$ cat src/rtl/vedic_mac_pipe.sv
`default_nettype none
// +----------------------------------------------------------------------------+
// | vedic_mac_pipe : 3-stage multiply-accumulate, vedic quadrant multiplier     |
// | Rev 1.0                                                                     |
// +----------------------------------------------------------------------------+
module vedic_mac_pipe #(
    parameter int WIDTH     = 16,
    parameter int ACC_WIDTH = 2*WIDTH+8
) (
    input  logic                 clk,
    input  logic                 rst_n,
    input  logic                 in_valid,
    output logic                 in_ready,
    input  logic [WIDTH-1:0]     a,
    input  logic [WIDTH-1:0]     b,
    input  logic                 signed_mode,
    input  logic                 acc_en,
    input  logic                 acc_clr,
    output logic                 out_valid,
    input  logic                 out_ready,
    output logic [ACC_WIDTH-1:0] result,
    output logic                 acc_ovf
);

    localparam int c_half = WIDTH/2;
    localparam logic [WIDTH-1:0]     c_one_w   = {{(WIDTH-1){1'b0}}, 1'b1};
    localparam logic [ACC_WIDTH-1:0] c_one_acc = {{(ACC_WIDTH-1){1'b0}}, 1'b1};

    logic w_adv;

    // S1 state
    logic             r_s1_valid;
    logic [WIDTH-1:0] r_s1_mag_a;
    logic [WIDTH-1:0] r_s1_mag_b;
    logic             r_s1_neg;
    logic             r_s1_signed;
    logic             r_s1_acc_en;
    logic             r_s1_acc_clr;

    // S2 state
    logic             r_s2_valid;
    logic [WIDTH-1:0] r_s2_ll;
    logic [WIDTH-1:0] r_s2_hl;
    logic [WIDTH-1:0] r_s2_lh;
    logic [WIDTH-1:0] r_s2_hh;
    logic             r_s2_neg;
    logic             r_s2_signed;
    logic             r_s2_acc_en;
    logic             r_s2_acc_clr;

    // S3 / output state
    logic                 r_out_valid;
    logic [ACC_WIDTH-1:0] r_result;
    logic [ACC_WIDTH-1:0] r_acc;
    logic                 r_acc_ovf;

    logic [WIDTH-1:0]     w_mag_a;
    logic [WIDTH-1:0]     w_mag_b;
    logic                 w_neg;
    logic [c_half-1:0]    w_a_lo;
    logic [c_half-1:0]    w_a_hi;
    logic [c_half-1:0]    w_b_lo;
    logic [c_half-1:0]    w_b_hi;
    logic [WIDTH-1:0]     w_ll;
    logic [WIDTH-1:0]     w_hl;
    logic [WIDTH-1:0]     w_lh;
    logic [WIDTH-1:0]     w_hh;
    logic [WIDTH:0]       w_cross;
    logic [2*WIDTH-1:0]   w_mag;
    logic [ACC_WIDTH-1:0] w_prod_z;
    logic [ACC_WIDTH-1:0] w_prod;
    logic [ACC_WIDTH-1:0] w_base;
    logic [ACC_WIDTH:0]   w_sum;
    logic                 w_ovf;
    logic                 w_ovf_next;

    assign w_adv     = !r_out_valid | out_ready;
    assign in_ready  = w_adv;
    assign out_valid = r_out_valid;
    assign result    = r_result;
    assign acc_ovf   = r_acc_ovf;

    // Two's-complement magnitude; the most negative value wraps onto 2^(WIDTH-1).
    assign w_mag_a = (signed_mode && a[WIDTH-1]) ? (~a + c_one_w) : a;
    assign w_mag_b = (signed_mode && b[WIDTH-1]) ? (~b + c_one_w) : b;
    assign w_neg   = signed_mode & (a[WIDTH-1] ^ b[WIDTH-1]);

    always_ff @(posedge clk or negedge rst_n) begin
        if (!rst_n) begin
            r_s1_valid   <= 1'b0;
            r_s1_mag_a   <= '0;
            r_s1_mag_b   <= '0;
            r_s1_neg     <= 1'b0;
            r_s1_signed  <= 1'b0;
            r_s1_acc_en  <= 1'b0;
            r_s1_acc_clr <= 1'b0;
        end else if (w_adv) begin
            r_s1_valid   <= in_valid;
            r_s1_mag_a   <= w_mag_a;
            r_s1_mag_b   <= w_mag_b;
            r_s1_neg     <= w_neg;
            r_s1_signed  <= signed_mode;
            r_s1_acc_en  <= acc_en;
            r_s1_acc_clr <= acc_clr;
        end
    end

    // Urdhva-Tiryagbhyam split: vertical (LL, HH) and crosswise (HL, LH) partials.
    assign w_a_lo = r_s1_mag_a[c_half-1:0];
    assign w_a_hi = r_s1_mag_a[WIDTH-1:c_half];
    assign w_b_lo = r_s1_mag_b[c_half-1:0];
    assign w_b_hi = r_s1_mag_b[WIDTH-1:c_half];
    assign w_ll   = WIDTH'(w_a_lo) * WIDTH'(w_b_lo);
    assign w_hl   = WIDTH'(w_a_hi) * WIDTH'(w_b_lo);
    assign w_lh   = WIDTH'(w_a_lo) * WIDTH'(w_b_hi);
    assign w_hh   = WIDTH'(w_a_hi) * WIDTH'(w_b_hi);

    always_ff @(posedge clk or negedge rst_n) begin
        if (!rst_n) begin
            r_s2_valid   <= 1'b0;
            r_s2_ll      <= '0;
            r_s2_hl      <= '0;
            r_s2_lh      <= '0;
            r_s2_hh      <= '0;
            r_s2_neg     <= 1'b0;
            r_s2_signed  <= 1'b0;
            r_s2_acc_en  <= 1'b0;
            r_s2_acc_clr <= 1'b0;
        end else if (w_adv) begin
            r_s2_valid   <= r_s1_valid;
            r_s2_ll      <= w_ll;
            r_s2_hl      <= w_hl;
            r_s2_lh      <= w_lh;
            r_s2_hh      <= w_hh;
            r_s2_neg     <= r_s1_neg;
            r_s2_signed  <= r_s1_signed;
            r_s2_acc_en  <= r_s1_acc_en;
            r_s2_acc_clr <= r_s1_acc_clr;
        end
    end

    // {HH,LL} equals HH<<WIDTH + LL since LL never exceeds WIDTH bits.
    assign w_cross  = (WIDTH+1)'(r_s2_hl) + (WIDTH+1)'(r_s2_lh);
    assign w_mag    = {r_s2_hh, r_s2_ll} + ((2*WIDTH)'(w_cross) << c_half);
    assign w_prod_z = ACC_WIDTH'(w_mag);
    assign w_prod   = r_s2_neg ? (~w_prod_z + c_one_acc) : w_prod_z;

    assign w_base     = r_s2_acc_clr ? '0 : r_acc;
    assign w_sum      = {1'b0, w_base} + {1'b0, w_prod};
    assign w_ovf      = r_s2_signed
                        ? ((w_base[ACC_WIDTH-1] == w_prod[ACC_WIDTH-1]) &&
                           (w_sum[ACC_WIDTH-1] != w_base[ACC_WIDTH-1]))
                        : w_sum[ACC_WIDTH];
    assign w_ovf_next = (r_s2_acc_clr ? 1'b0 : r_acc_ovf) | w_ovf;

    always_ff @(posedge clk or negedge rst_n) begin
        if (!rst_n) begin
            r_out_valid <= 1'b0;
            r_result    <= '0;
            r_acc       <= '0;
            r_acc_ovf   <= 1'b0;
        end else if (w_adv) begin
            r_out_valid <= r_s2_valid;
            if (r_s2_valid) begin
                if (r_s2_acc_en) begin
                    r_acc     <= w_sum[ACC_WIDTH-1:0];
                    r_result  <= w_sum[ACC_WIDTH-1:0];
                    r_acc_ovf <= w_ovf_next;
                end else begin
                    r_result  <= w_prod;
                end
            end
        end
    end

endmodule
`default_nettype wire

$ cat config.mk
export PLATFORM = sky130hd
export DESIGN_NAME = vedic_mac_pipe
export DESIGN_NICKNAME = d
export VERILOG_FILES = /design/src/rtl/vedic_mac_pipe.sv
export SDC_FILE = /design/constraint.sdc
export NUM_CORES = 1
export LEC_CHECK = 0
export CAP_MARGIN = 5
export CORE_MARGIN = 3
export CORE_UTILIZATION = 40
export DETAILED_ROUTE_END_ITERATION = 8
export SLEW_MARGIN = 0
export SYNTH_ARGS = -nofsm -noshare
export SYNTH_HDL_FRONTEND = slang
export SYNTH_SLANG_ARGS = --single-unit
$ cat constraint.sdc
create_clock -name clk -period 17.9 [get_ports clk]
set_input_delay 3.58 -clock clk [delete_from_list [all_inputs] [get_ports clk]]
set_output_delay 3.58 -clock clk [all_outputs]
set_load 0.02 [all_outputs]
-- Word-level counts from Yosys, hierarchy flattened
Cells that the tools add are included.
- multiply operators: 4
- mux-type cells: 7
- reduce and logical (&&, ||, !) cells: 6
- bitwise operators: 7
- divide/modulo/power cells: 0
- equal/unequal tests: 2
- order comparisons: 0
- add/subtract/negate cells: 6
- shift operators: 0
- operators by type and width (operator ; count):
    2-to-1 mux 40 bit ; 3
    multiplier 8 x 8 -> 16 bit ; 4
    adder 40 x 40 -> 41 bit ; 1
    adder 40 x 1 -> 40 bit (second input constant) ; 1
    NOT 32 -> 40 bit ; 1
    adder 16 x 1 -> 16 bit (second input constant) ; 2
    adder 32 x 25 -> 32 bit ; 1
    2-to-1 mux 16 bit ; 2
    NOT 16 bit ; 2
    adder 16 x 16 -> 17 bit ; 1
    logical AND 1 bit ; 3
    AND reduction 3 bit ; 1
    2-to-1 mux 1 bit ; 2
    bitwise OR 1 bit ; 2
    AND reduction 2 bit ; 1
    AND 1 bit ; 1
    == test 1 bit ; 1
    logical NOT 1 bit ; 1
    != test 1 bit ; 1
    XOR 1 bit ; 1
- output and inout bits: 43
- bits in latches: 0
- memories: 0
- register bits: 188
- ROM bits: 0
- memory bits (writable): 0
- input bits: 39

-- Depth between registers and ports, before layout
- word-level depth: 10
- mapped depth: 35
- gate-level depth less buffers: 34

-- Worst setup path before layout
Ideal clock, no wire load.
- kind: in2out
- from: in out_ready
- to: out in_ready
- arrival time: 4.396 ns
- path slack: 9.924 ns
- path buffers: 2
- cell stages on the path: 4
- required time: 14.320 ns
- cells stage by stage: nor2b_1 -> inv_1 -> clkbuf_1 -> clkbuf_1
- cells in the longest elaborated chain, start to end: 1
- ends and longest elaborated chain (what ; line ; source):
    start: declaration ; 20 ; input logic out_ready,
    bitwise OR 1 bit ; 77 ; assign w_adv = !r_out_valid | out_ready;
    end: declaration ; 13 ; output logic in_ready,
Every way passes these cells.

-- Worst setup path after layout
Ends and elaborated chain as after synthesis.

==> results <==
- Across every metal layer, demand over resource in global routing totals 0.1946.
- The number of levels in the clock H-tree is 4.
- The number of buffer cells added on primary ports is 81.
- The slack of the worst reg-to-reg path is 9.98 ns.
- 82 I/O pins were placed.
- The count of inserted antenna diode cells is 0.
- The max-cap check violation count is 0.
- The worst-skew pair later-pin latency is 0.48 ns.
- After technology mapping, the gate count stands at 2464.
- The clock-pin slew on the worst setup and hold paths is 0.07 ns.
- The classification of the worst-slack hold path is flop to flop.
- The overall die width is 233.7 um.
- From synthesis to final layout, the design area changed by 9.733%.
- The first routing iteration left 890 violations.
- The final wirelength is 50930 um.
- The first global-routing pass estimated 85430 um of wire.
- STA classifies the critical path endpoint as an output pin.
- The synthesized-area fraction occupied by xor and xnor cells is 0.06800.
- The die is 233.7 um tall.
- The HPWL after detailed placement is 38350 um.
- Of the cells placed in the final design, the portion with a size suffix greater than 1 is 0.03046.
- At the end of routability-driven placement, the weighted congestion stood at 0.8694.
- In this run, post-CTS hold repair placed 0 buffers.
- The worst register-to-register path begins at r_s2_hl[0]$_DFFE_PN0N_.
- The floorplan row count is 82.
- The number of storage elements in the synthesis netlist is 188.
- The total area inside the core boundary comes to 50680 sq um.
- Averaged over all synthesized cells, the footprint is 8.416 sq um.
- Setup repair after global routing left no endpoint under its margin.
- The largest clock skew in the final design is 0.01979 ns.
- After synthesis, the share of cell area in mux cells is 0.01080.
- The net count of the finished layout is 2891.
- The share of synthesized flip-flops with an asynchronous set or reset is 1.000.
- The compound-cell area share of the yosys netlist is 0.1539.
- After detailed routing, the number of remaining DRC violations is 0.
- The count of final hold-check violations is 0.
- The critical path starts at out_ready.
- The worst setup path is launched from an input pin.
- The combinational family with the most area after synthesis is adder cells.
- The adder-cell share of the synthesized area is 0.2765.
- Detailed routing inserted a total of 16.47k vias.
- Buffers added to address setup during post-CTS repair amount to 0.
- The arrival time at the worst endpoint is 5.27 ns.
- After detailed routing, the average wire length per cell comes to 16.08 um.
- In the final layout, flip-flops and latches occupy 4705 sq um.
- In the final layout, the multi-input gates occupy 14790 sq um.
- The via count of the first global-routing pass came to 16.76k.
- For the final routed database, the setup TNS stands at 0 ns.
- The achievable clock frequency is 113.0 MHz.
- The number of distinct library cells after synthesis is 82.
- The primary flip-flop cell chosen by synthesis mapping is sky130_fd_sc_hd__dfrtp_1.
- The number of antenna violations at the first check in global routing is 0.
- The die area is 54610 sq um.
- The share of the clock period used by the worst path after layout is 0.4944.
- In this run the cell area of the synthesized design comes to 20740 sq um.
- The flow ran to the end, and the final reports show no timing, DRC or antenna violations.
- The count of flip-flops with a built-in enable after synthesis is 0.
- For this run, the register share of the synthesized area comes to 0.2269.
- The count of pins over their slew limit is 0.
- By startpoint and endpoint, the worst setup path is classified as input pin to output pin.
- The final setup violation count is 0.
- The maximum buffer depth of the clock tree is 2.
- The first detailed-routing pass ran for 5 iterations.
- For the finished layout, the period the worst path requires is 8.850 ns.
- The initial core utilization is 0.4091.
- Entering global routing, the biggest net connects 108 pins.
- Measured in cells, the most critical reg-to-reg path has a length of 33.
- Once the clock tree was built, the resizer swapped 0 gates to a different size.
- The measured slew at the worst slew-check pin is 1.069 ns.
- Counting every sink on the clock net gives 188.
- Once detail routing completed, the nets flagged for antenna violations numbered 0.
- The critical path required time is 14.32 ns.
- Of all nets on the critical path, the largest fanout is 33.
- The worst slew margin relative to its limit is 0.2873.
- The routed via count divided by cell count is 5.200.
- TritonCTS created 17 clock buffers.
- The number of nets in the synthesized netlist is 2873.
- In this run the worst setup path terminates at in_ready.
- After filler insertion, the fill cell instance count of the layout stands at 5018.
- For this run the aggregate overflow at the end of global routing stands at 0.
- The number of warnings printed during yosys synthesis is 0.
- Of the total synthesized cell area, the portion taken by AND, OR, NAND and NOR gates is 0.2032.
- In this run the clock root is driven by a sky130_fd_sc_hd__clkbuf_16.
- TritonCTS built the clock tree.
- In this run the critical register-to-register path is captured at acc_ovf$_DFFE_PN0P_.
## per-layer routing
metal	wire [um]	GRT usage
met1	24440	0.2579
met2	24090	0.3347
met3	1503	0.02756
met4	893	0.04782
met5	0	0
## layout make-up
type | count | share of cell area
multi-input combinational | 1943 | 0.6498
sequential | 188 | 0.2068
timing repair buffer | 94 | 0.04009
inverter | 238 | 0.03937
tap | 672 | 0.03695
clock buffer | 18 | 0.01930
clock inverter | 14 | 0.007753
## how the worst min path moves through the flow
stage | start | to | slack, ns | cells after the start
4_1_cts | r_acc[24]$_DFFE_PN0P_ | r_acc[24]$_DFFE_PN0P_ | 0.47 | 2
3_3_place_gp | r_s1_acc_en$_DFFE_PN0N_ | r_s1_acc_en$_DFFE_PN0N_ | 0.45 | 2
5_1_grt | r_acc[29]$_DFFE_PN0P_ | r_acc[29]$_DFFE_PN0P_ | 0.49 | 2
6_report | r_acc[25]$_DFFE_PN0P_ | r_acc[25]$_DFFE_PN0P_ | 0.47 | 1
3_5_place_dp | r_acc[24]$_DFFE_PN0P_ | r_acc[24]$_DFFE_PN0P_ | 0.46 | 2
2_1_floorplan | r_acc[0]$_DFFE_PN0P_ | r_acc[0]$_DFFE_PN0P_ | 0.44 | 2
## registers in the layout, summed over array words and instances, names as in the netlist, 16 cells and up
| signal | flops |
|---|---|
| r_s1_mag_b | 16 |
| result | 40 |
| r_s1_mag_a | 16 |
| r_acc | 40 |
| r_s2_ll | 16 |
| r_s2_hh | 16 |
| r_s2_hl | 16 |
| r_s2_lh | 16 |
## per-stage QoR
step                      hold slack, ns  setup WS (ns)  std cells    util  cell area, sq um
after CTS                         0.4732          9.038       3167  0.4489             22750
after floorplan                   0.4379          9.924       2464       -             20740
after global placement            0.4503          9.021       3135  0.4368             22140
after global routing              0.4940          9.009       3167  0.4489             22750
final                             0.4692          9.050       3167  0.4489             22750
after detailed placement          0.4553          9.047       3135  0.4368             22140
## worst max-delay path, cell delays in order
cell and delay [ns]:
sky130_fd_sc_hd__clkdlybuf4s50_1 0.50, sky130_fd_sc_hd__nor2b_4 0.04, sky130_fd_sc_hd__buf_4 0.24, sky130_fd_sc_hd__inv_4 0.22
sky130_fd_sc_hd__clkdlybuf4s50_1 0.65
## cells by family (layout without fill, tap and decap cells)
kind of cell,Yosys count,count (layout)
xor+xnor,161,161
fa+ha+maj,370,370
mux,22,22
buf+inv,333,364
simple gates,885,885
compound gates,505,505
flops,188,188
## cell usage in the layout, fill, tap and decap left out, drive strengths merged, types with 5 or more instances in the layout
cell           count
o21a              13
inv              243
clkdlybuf4s50     80
a21o              46
fa               147
nand2b            21
a311oi             5
nand3             21
and2             176
o21ai            143
o211ai             8
o41ai             12
a211oi            15
o21bai            19
or3               18
a21oi            150
clkbuf            19
xnor2             98
nand2            374
and3              13
nor3              24
a211o              5
ha               223
mux2i             19
a21boi            13
o31a               6
a41oi              5
o31ai             14
buf               13
clkinv             5
a31oi             18
xor2              63
dfrtp            188
nor2b             57
nor2             158
## synth_stat cells (63+ instances only)
| cell | number | share of area |
|---|---|---|
| sky130_fd_sc_hd__inv_1 | 237 | 0.043 |
| sky130_fd_sc_hd__and2_1 | 175 | 0.053 |
| sky130_fd_sc_hd__dfrtp_1 | 188 | 0.23 |
| sky130_fd_sc_hd__nor2_1 | 157 | 0.028 |
| sky130_fd_sc_hd__o21ai_0 | 139 | 0.034 |
| sky130_fd_sc_hd__xnor2_1 | 98 | 0.041 |
| sky130_fd_sc_hd__clkbuf_1 | 89 | 0.016 |
| sky130_fd_sc_hd__xor2_1 | 63 | 0.027 |
| sky130_fd_sc_hd__fa_1 | 147 | 0.14 |
| sky130_fd_sc_hd__ha_1 | 223 | 0.13 |
| sky130_fd_sc_hd__a21oi_1 | 147 | 0.035 |
| sky130_fd_sc_hd__nand2_1 | 373 | 0.068 |
Power is left out: the tool's default activity adds up to more than one toggle a clock period on the data nets, which glitch-free logic cannot reach.
